`src/rtl/memio_pkg.sv`:
```
// rtl/memio_pkg.sv - shared types and IO address map for the memory/IO arbiter
package memio_pkg;

  typedef enum logic [1:0] {IDLE, MEM_ACC, IO_ACC, DONE} state_t;
  typedef enum logic {CPU, LDR} owner_t;

  localparam logic [31:0] LED_ADDR        = 32'hFFFFFC60;
  localparam logic [31:0] SWITCH_ADDR     = 32'hFFFFFC70;
  localparam logic [31:0] SEG_ADDR        = 32'hFFFFFC80;
  localparam logic [21:0] IO_BASE_DEFAULT = 22'h3FFFFF;

endpackage

```
`src/rtl/io_addr_decode.sv`:
```
// rtl/io_addr_decode.sv - combinational IO address to chip-select decode
module io_addr_decode
  import memio_pkg::*;
#(
  parameter logic [21:0] IO_BASE = IO_BASE_DEFAULT
) (
  input  logic [31:0] addr,
  output logic        led_cs,
  output logic        switch_cs,
  output logic        seg_cs,
  output logic        unmapped
);

  assign led_cs    = (addr == LED_ADDR);
  assign switch_cs = (addr == SWITCH_ADDR);
  assign seg_cs    = (addr == SEG_ADDR);
  assign unmapped  = (addr[31:10] == IO_BASE) & ~(led_cs | switch_cs | seg_cs);

endmodule

```
`src/rtl/mem_io_arbiter.sv`:
```
// rtl/mem_io_arbiter.sv - CPU/loader arbiter for data RAM and memory-mapped IO
// Optional MEMIO_BUS_ERR_EN: unmapped IO flags bus_err, returns ERR_DATA, no strobes.
module mem_io_arbiter
  import memio_pkg::*;
#(
  parameter int unsigned IO_WAIT  = 1,
  parameter logic [21:0] IO_BASE  = IO_BASE_DEFAULT,
  parameter logic [31:0] ERR_DATA = 32'hDEADBEEF
) (
  input  logic        clock,
  input  logic        reset,
  input  logic        cpu_req,
  input  logic        cpu_we,
  input  logic [31:0] cpu_addr,
  input  logic [31:0] cpu_wdata,
  output logic [31:0] cpu_rdata,
  output logic        cpu_ack,
  output logic        cpu_stall,
  input  logic        ld_req,
  input  logic [31:0] ld_addr,
  input  logic [31:0] ld_wdata,
  output logic        ld_ack,
  output logic        mem_en,
  output logic        mem_we,
  output logic [13:0] mem_addr,
  output logic [31:0] mem_wdata,
  input  logic [31:0] mem_rdata,
  output logic        io_rd,
  output logic        io_wr,
  output logic [15:0] io_wdata,
  input  logic [15:0] io_rdata,
  output logic        led_cs,
  output logic        switch_cs,
  output logic        seg_cs,
  output logic        bus_err
);

  state_t      state;
  owner_t      owner_q, rr_last;
  logic        we_q, io_q, unm_q;
  logic [3:0]  wcnt;
  logic [31:0] rdata_q;

  logic        grant_ldr, nxt_we, nxt_io;
  logic [31:0] nxt_addr, nxt_wdata;
  logic        dec_led, dec_sw, dec_seg, dec_unm;

  // Loader wins when alone, or when both ask and the CPU had the last grant.
  assign grant_ldr = ld_req & (~cpu_req | (rr_last == CPU));
  assign nxt_addr  = grant_ldr ? ld_addr  : cpu_addr;
  assign nxt_wdata = grant_ldr ? ld_wdata : cpu_wdata;
  assign nxt_we    = grant_ldr | cpu_we;
  assign nxt_io    = ~grant_ldr & (cpu_addr[31:10] == IO_BASE);

  io_addr_decode #(.IO_BASE(IO_BASE)) u_decode (
    .addr      (nxt_addr),
    .led_cs    (dec_led),
    .switch_cs (dec_sw),
    .seg_cs    (dec_seg),
    .unmapped  (dec_unm)
  );

  // RAM data arrives during DONE, so a memory load bypasses the holding register.
  assign cpu_rdata = (state == DONE && !io_q && !we_q && owner_q == CPU) ? mem_rdata : rdata_q;
  assign cpu_stall = cpu_req & ~cpu_ack;

`ifdef MEMIO_BUS_ERR_EN
  localparam logic [31:0] UNMAPPED_RDATA = ERR_DATA;
`else
  localparam logic [31:0] UNMAPPED_RDATA = 32'h0;
  logic unused_err_data;
  assign unused_err_data = ^ERR_DATA;
`endif

  always_ff @(posedge clock) begin
    if (reset) begin
      state     <= IDLE;
      rr_last   <= CPU;
      owner_q   <= CPU;
      we_q      <= 1'b0;
      io_q      <= 1'b0;
      unm_q     <= 1'b0;
      wcnt      <= 4'd0;
      rdata_q   <= 32'h0;
      cpu_ack   <= 1'b0;
      ld_ack    <= 1'b0;
      mem_en    <= 1'b0;
      mem_we    <= 1'b0;
      mem_addr  <= 14'h0;
      mem_wdata <= 32'h0;
      io_rd     <= 1'b0;
      io_wr     <= 1'b0;
      io_wdata  <= 16'h0;
      led_cs    <= 1'b0;
      switch_cs <= 1'b0;
      seg_cs    <= 1'b0;
      bus_err   <= 1'b0;
    end else begin
      cpu_ack <= 1'b0;
      ld_ack  <= 1'b0;
      case (state)
        IDLE: begin
          if (cpu_req | ld_req) begin
            owner_q <= grant_ldr ? LDR : CPU;
            rr_last <= grant_ldr ? LDR : CPU;
            we_q    <= nxt_we;
            io_q    <= nxt_io;
            unm_q   <= nxt_io & dec_unm;
            if (nxt_io) begin
              state     <= IO_ACC;
              wcnt      <= 4'(IO_WAIT);
              led_cs    <= dec_led;
              switch_cs <= dec_sw;
              seg_cs    <= dec_seg;
              io_wdata  <= nxt_wdata[15:0];
`ifdef MEMIO_BUS_ERR_EN
              io_rd <= ~nxt_we & ~dec_unm;
              io_wr <= nxt_we & ~dec_unm;
              if (dec_unm) bus_err <= 1'b1;
`else
              io_rd <= ~nxt_we;
              io_wr <= nxt_we;
`endif
            end else begin
              state     <= MEM_ACC;
              mem_en    <= 1'b1;
              mem_we    <= nxt_we;
              mem_addr  <= nxt_addr[15:2];
              mem_wdata <= nxt_wdata;
            end
          end
        end
        MEM_ACC: begin
          state     <= DONE;
          mem_en    <= 1'b0;
          mem_we    <= 1'b0;
          mem_addr  <= 14'h0;
          mem_wdata <= 32'h0;
          cpu_ack   <= (owner_q == CPU);
          ld_ack    <= (owner_q == LDR);
        end
        IO_ACC: begin
          if (wcnt == 4'd0) begin
            state     <= DONE;
            io_rd     <= 1'b0;
            io_wr     <= 1'b0;
            io_wdata  <= 16'h0;
            led_cs    <= 1'b0;
            switch_cs <= 1'b0;
            seg_cs    <= 1'b0;
            cpu_ack   <= (owner_q == CPU);
            ld_ack    <= (owner_q == LDR);
            if (!we_q) rdata_q <= unm_q ? UNMAPPED_RDATA : {16'h0, io_rdata};
          end else begin
            wcnt <= wcnt - 4'd1;
          end
        end
        DONE: begin
          state <= IDLE;
          if (!io_q && !we_q && owner_q == CPU) rdata_q <= mem_rdata;
        end
        default: state <= IDLE;
      endcase
    end
  end

endmodule

```
`config.mk`:
```
export PLATFORM = sky130hd
export DESIGN_NAME = mem_io_arbiter
export DESIGN_NICKNAME = d
export VERILOG_FILES = /design/src/rtl/memio_pkg.sv /design/src/rtl/io_addr_decode.sv /design/src/rtl/mem_io_arbiter.sv
export SDC_FILE = /design/constraint.sdc
export NUM_CORES = 1
export LEC_CHECK = 0
export CAP_MARGIN = 10
export CORE_MARGIN = 2
export CORE_UTILIZATION = 35
export CTS_CLUSTER_DIAMETER = 50
export DETAILED_ROUTE_END_ITERATION = 16
export PLACE_DENSITY = 0.74
export SYNTH_ARGS = -nofsm -noshare
export SYNTH_HDL_FRONTEND = slang
export SYNTH_SLANG_ARGS = --single-unit
```
`constraint.sdc`:
```
create_clock -name clock -period 2.4 [get_ports clock]
set_input_delay 0.48 -clock clock [delete_from_list [all_inputs] [get_ports clock]]
set_output_delay 0.48 -clock clock [all_outputs]
set_load 0.01 [all_outputs]
```
==> results.tsv <==
metric	value	unit
Finished Cell Area	0.00926	sq mm
die area	0.0160	sq mm
Initial Util	36.0	%
synthesized area	0.00525	sq mm
CTS tree	done	
Slew @ Worst Pin	1050	ps
Syn Inst Count	551	
worst reg2reg startpoint	state[1]	
Total GRT Usage	22.1	%
DIE HEIGHT	127	microns
Area after DPL	0.00831	sq mm
Min Clock Period, post-route	2440	ps
#FFs+latches synth	113	
P_int	4710	uW
drt first-iter violations	205	
syn_area_per_cell	9.53	sq um
Primary FF master, synth	dfxtp_1	
met2 wire len	9.58	mm
pin count of the biggest net entering global routing	49	
post-route clock skew	15.5	ps
total power	6490	uW
cell taking the most area after synthesis	dfxtp_1	
Max Cap Viol	0	
status	finished with violations	
WP data arrival	1960	ps
slowest stage cell on the critical path	dfxtp_2	
WL/cell	17.7	microns
Slew headroom	29.4	%
post-route ant nets	0	
CP top delay family	buffers and inverters	
Final Max Slew Viols	0	
Peak VDD IR	0.000544	V
Fin. Hold Viols	0	
WHS	452	ps
Cell Chain, Critical Path	ha_4, nor4b_4, buf_6, buf_12, buf_12, mux2_4, buf_6	
Post-Place Cells	991	
via/cell ratio	5.20	
Power Density	701	mW/mm^2
clk sink count	113	
vias in the first global route	5516	
hold path startpoint	rdata_q[16]	
Synth warnings	0	
register area share after synthesis	43.1	%
Psw	1770	uW
Via Count	5386	
deepest clock path buffer count	2	
achievable frequency	410	MHz
Worst Setup Path Type	reg -> out	
Pleak	0.00348	uW
Unique masters post-synth	51	
crit path capture type	primary output	
asr flop ratio synth	0	%
Area contributors post-synth	dfxtp_1 (43%), mux2i_1 (9.1%), o2bb2ai_1 (7.8%)	
core area	0.0146	sq mm
most frequent cells after synthesis	dfxtp_1 (113), mux2i_1 (48), a21oi_1 (47), o2bb2ai_1 (47), mux2_2 (32)	
IO Count	286	
worst-path maximum fanout	8	
CP startpoint	state[1]	
CTS buffer count	17	
Tcrit/Tclk final	102	%
fin nets	1026	
Post-synth EDFFs	0	
first-pass GRT wire length	28.1	mm
Worst EP required	1920	ps
final setup vio count	18	
share of the synthesized area in the top cell type	43.1	%
RD Place Congestion	0.858	
total wire length	18.3	mm
DIE WIDTH	127	microns
GRT overflow	0	
utilization after layout	63.5	%
crit start category	register	
buffers and inverters on the worst path	4	
share of post-route cells with drive strength above 1	19.1	%
drt first pass iters	5	
Port Buffers	268	
sequential cell fraction of total power	33.8	%
hold crit path type	reg -> reg	
post-route setup slack	-40.7	ps
power share of the clock group	39.2	%
Gate power share	27.0	%
clk slew on worst S/H paths	50	ps
cell row count	44	
Ant. Diodes	0	
CTS H-tree lvls	4	
critical path's largest stage delay	350	ps
Net Sw Frac	27.3	%
Root Buffer	clkbuf_16	
Clock Latency Late Sink	420	ps
wl on met1	7.10	mm
Layout area overhead	76.3	%
RSZ-0062 raised after global routing	true	
metal3 WL	1.36	mm
most common cell in the netlist	dfxtp_1	
final cell count without fillers	1036	
DRC	0	
failing checks	negative setup slack	
DP HPWL	12.9	mm
CTS Hold Bufs	0	
initial antenna violation count	0	
Max Used Layer	met4	
syn_nets	738	
[kinds of logic after synthesis]
| family | synth area share [%] |
|---|---|
| simple gates | 14.5 |
| other cells | 0.0714 |
| mux | 16.0 |
| buf+inv | 4.76 |
| compound gates | 20.2 |
| fa+ha+maj | 1.43 |
| flops | 43.1 |
[state kept, by name (all words and copies together) (netlist names)]
signal,cells
state,2
rdata_q,32
wcnt,4
seg_cs,1
io_rd,1
mem_en,1
io_wr,1
mem_addr,14
we_q,1
mem_wdata,32
ld_ack,1
io_q,1
io_wdata,16
cpu_ack,1
mem_we,1
unm_q,1
rr_last,1
switch_cs,1
led_cs,1
[through the flow]
step | TNS [ps] | worst slack, ps
after floorplan | 0 | 109
after global placement | -6200 | -260
after detailed placement | -8720 | -243
after CTS | -1220 | -125
after global routing | -3130 | -147
final | -491 | -40.7
[area by class of cell]
| class | instances | area (sq um) |
|---|---|---|
| Clock buffer | 19 | 443 |
| Sequential cell | 113 | 2260 |
| Tap cell | 184 | 230 |
| Timing Repair Buffer | 318 | 3250 |
| Clock inverter | 13 | 161 |
| Inverter | 10 | 37.5 |
| Fill cell | 1143 | 5330 |
| Multi-Input combinational cell | 379 | 2880 |
[power by group through the flow]
stage / registers [uW] / logic (uW) / clock network, uW
global route: 2210 / 1870 / 2690
floorplan: 2260 / 672 / 0
global placement: 2210 / 1620 / 0
finish: 2190 / 1750 / 2540
CTS: 2190 / 1710 / 2600
detailed placement: 2220 / 1660 / 0
[what timing repair did]
item	CTS	global route
gates cloned	2	1
resized for setup	154	45
setup buffers	7	5
endpoints found under the setup margin	32	32
pin swaps	0	1
[worst paths after layout]
kind                                       to  slack (ps)  cells after the start
worst max register to register     rdata_q[5]         230                     10
worst min register to register    rdata_q[16]         450                      2
worst min-delay path              rdata_q[16]         450                      2
worst max-delay path            cpu_rdata[29]         -40                      7
[per-layer routing]
layer / global-route usage [%] / up-vias
li1: - / 2627
met1: 24.7 / 2504
met2: 39.9 / 232
met3: 6.54 / 23
met4: 7.37 / 0
met5: 0 / -
[cells in the final DEF, fill, tap and decap left out, types with 4 or more instances in the layout]
cell | netlist | routed
clkdlybuf4s50_1 | 0 | 235
dfxtp_1 | 113 | 111
mux2i_1 | 48 | 48
o2bb2ai_1 | 47 | 47
a21oi_1 | 47 | 46
buf_6 | 0 | 38
buf_4 | 2 | 34
mux2_4 | 0 | 27
nor2_1 | 26 | 26
o21ai_0 | 25 | 25
nand2_1 | 22 | 22
nor3_1 | 21 | 21
or3_1 | 20 | 20
clkbuf_16 | 0 | 18
a221oi_1 | 16 | 16
nand3_1 | 16 | 16
inv_1 | 10 | 10
buf_12 | 0 | 9
nor2b_1 | 7 | 7
mux2_2 | 32 | 5
nand4_1 | 5 | 5
ha_1 | 6 | 5
clkinvlp_4 | 0 | 4
[tightest hold or removal path: cells and delay by family (launching register included)]
family	cells	cell delay, ps
AOI/OAI and AO/OA	1	50
DFF	1	300
and+or+nand+nor	1	50
No activity file was read; power rests on OpenSTA's default activity.
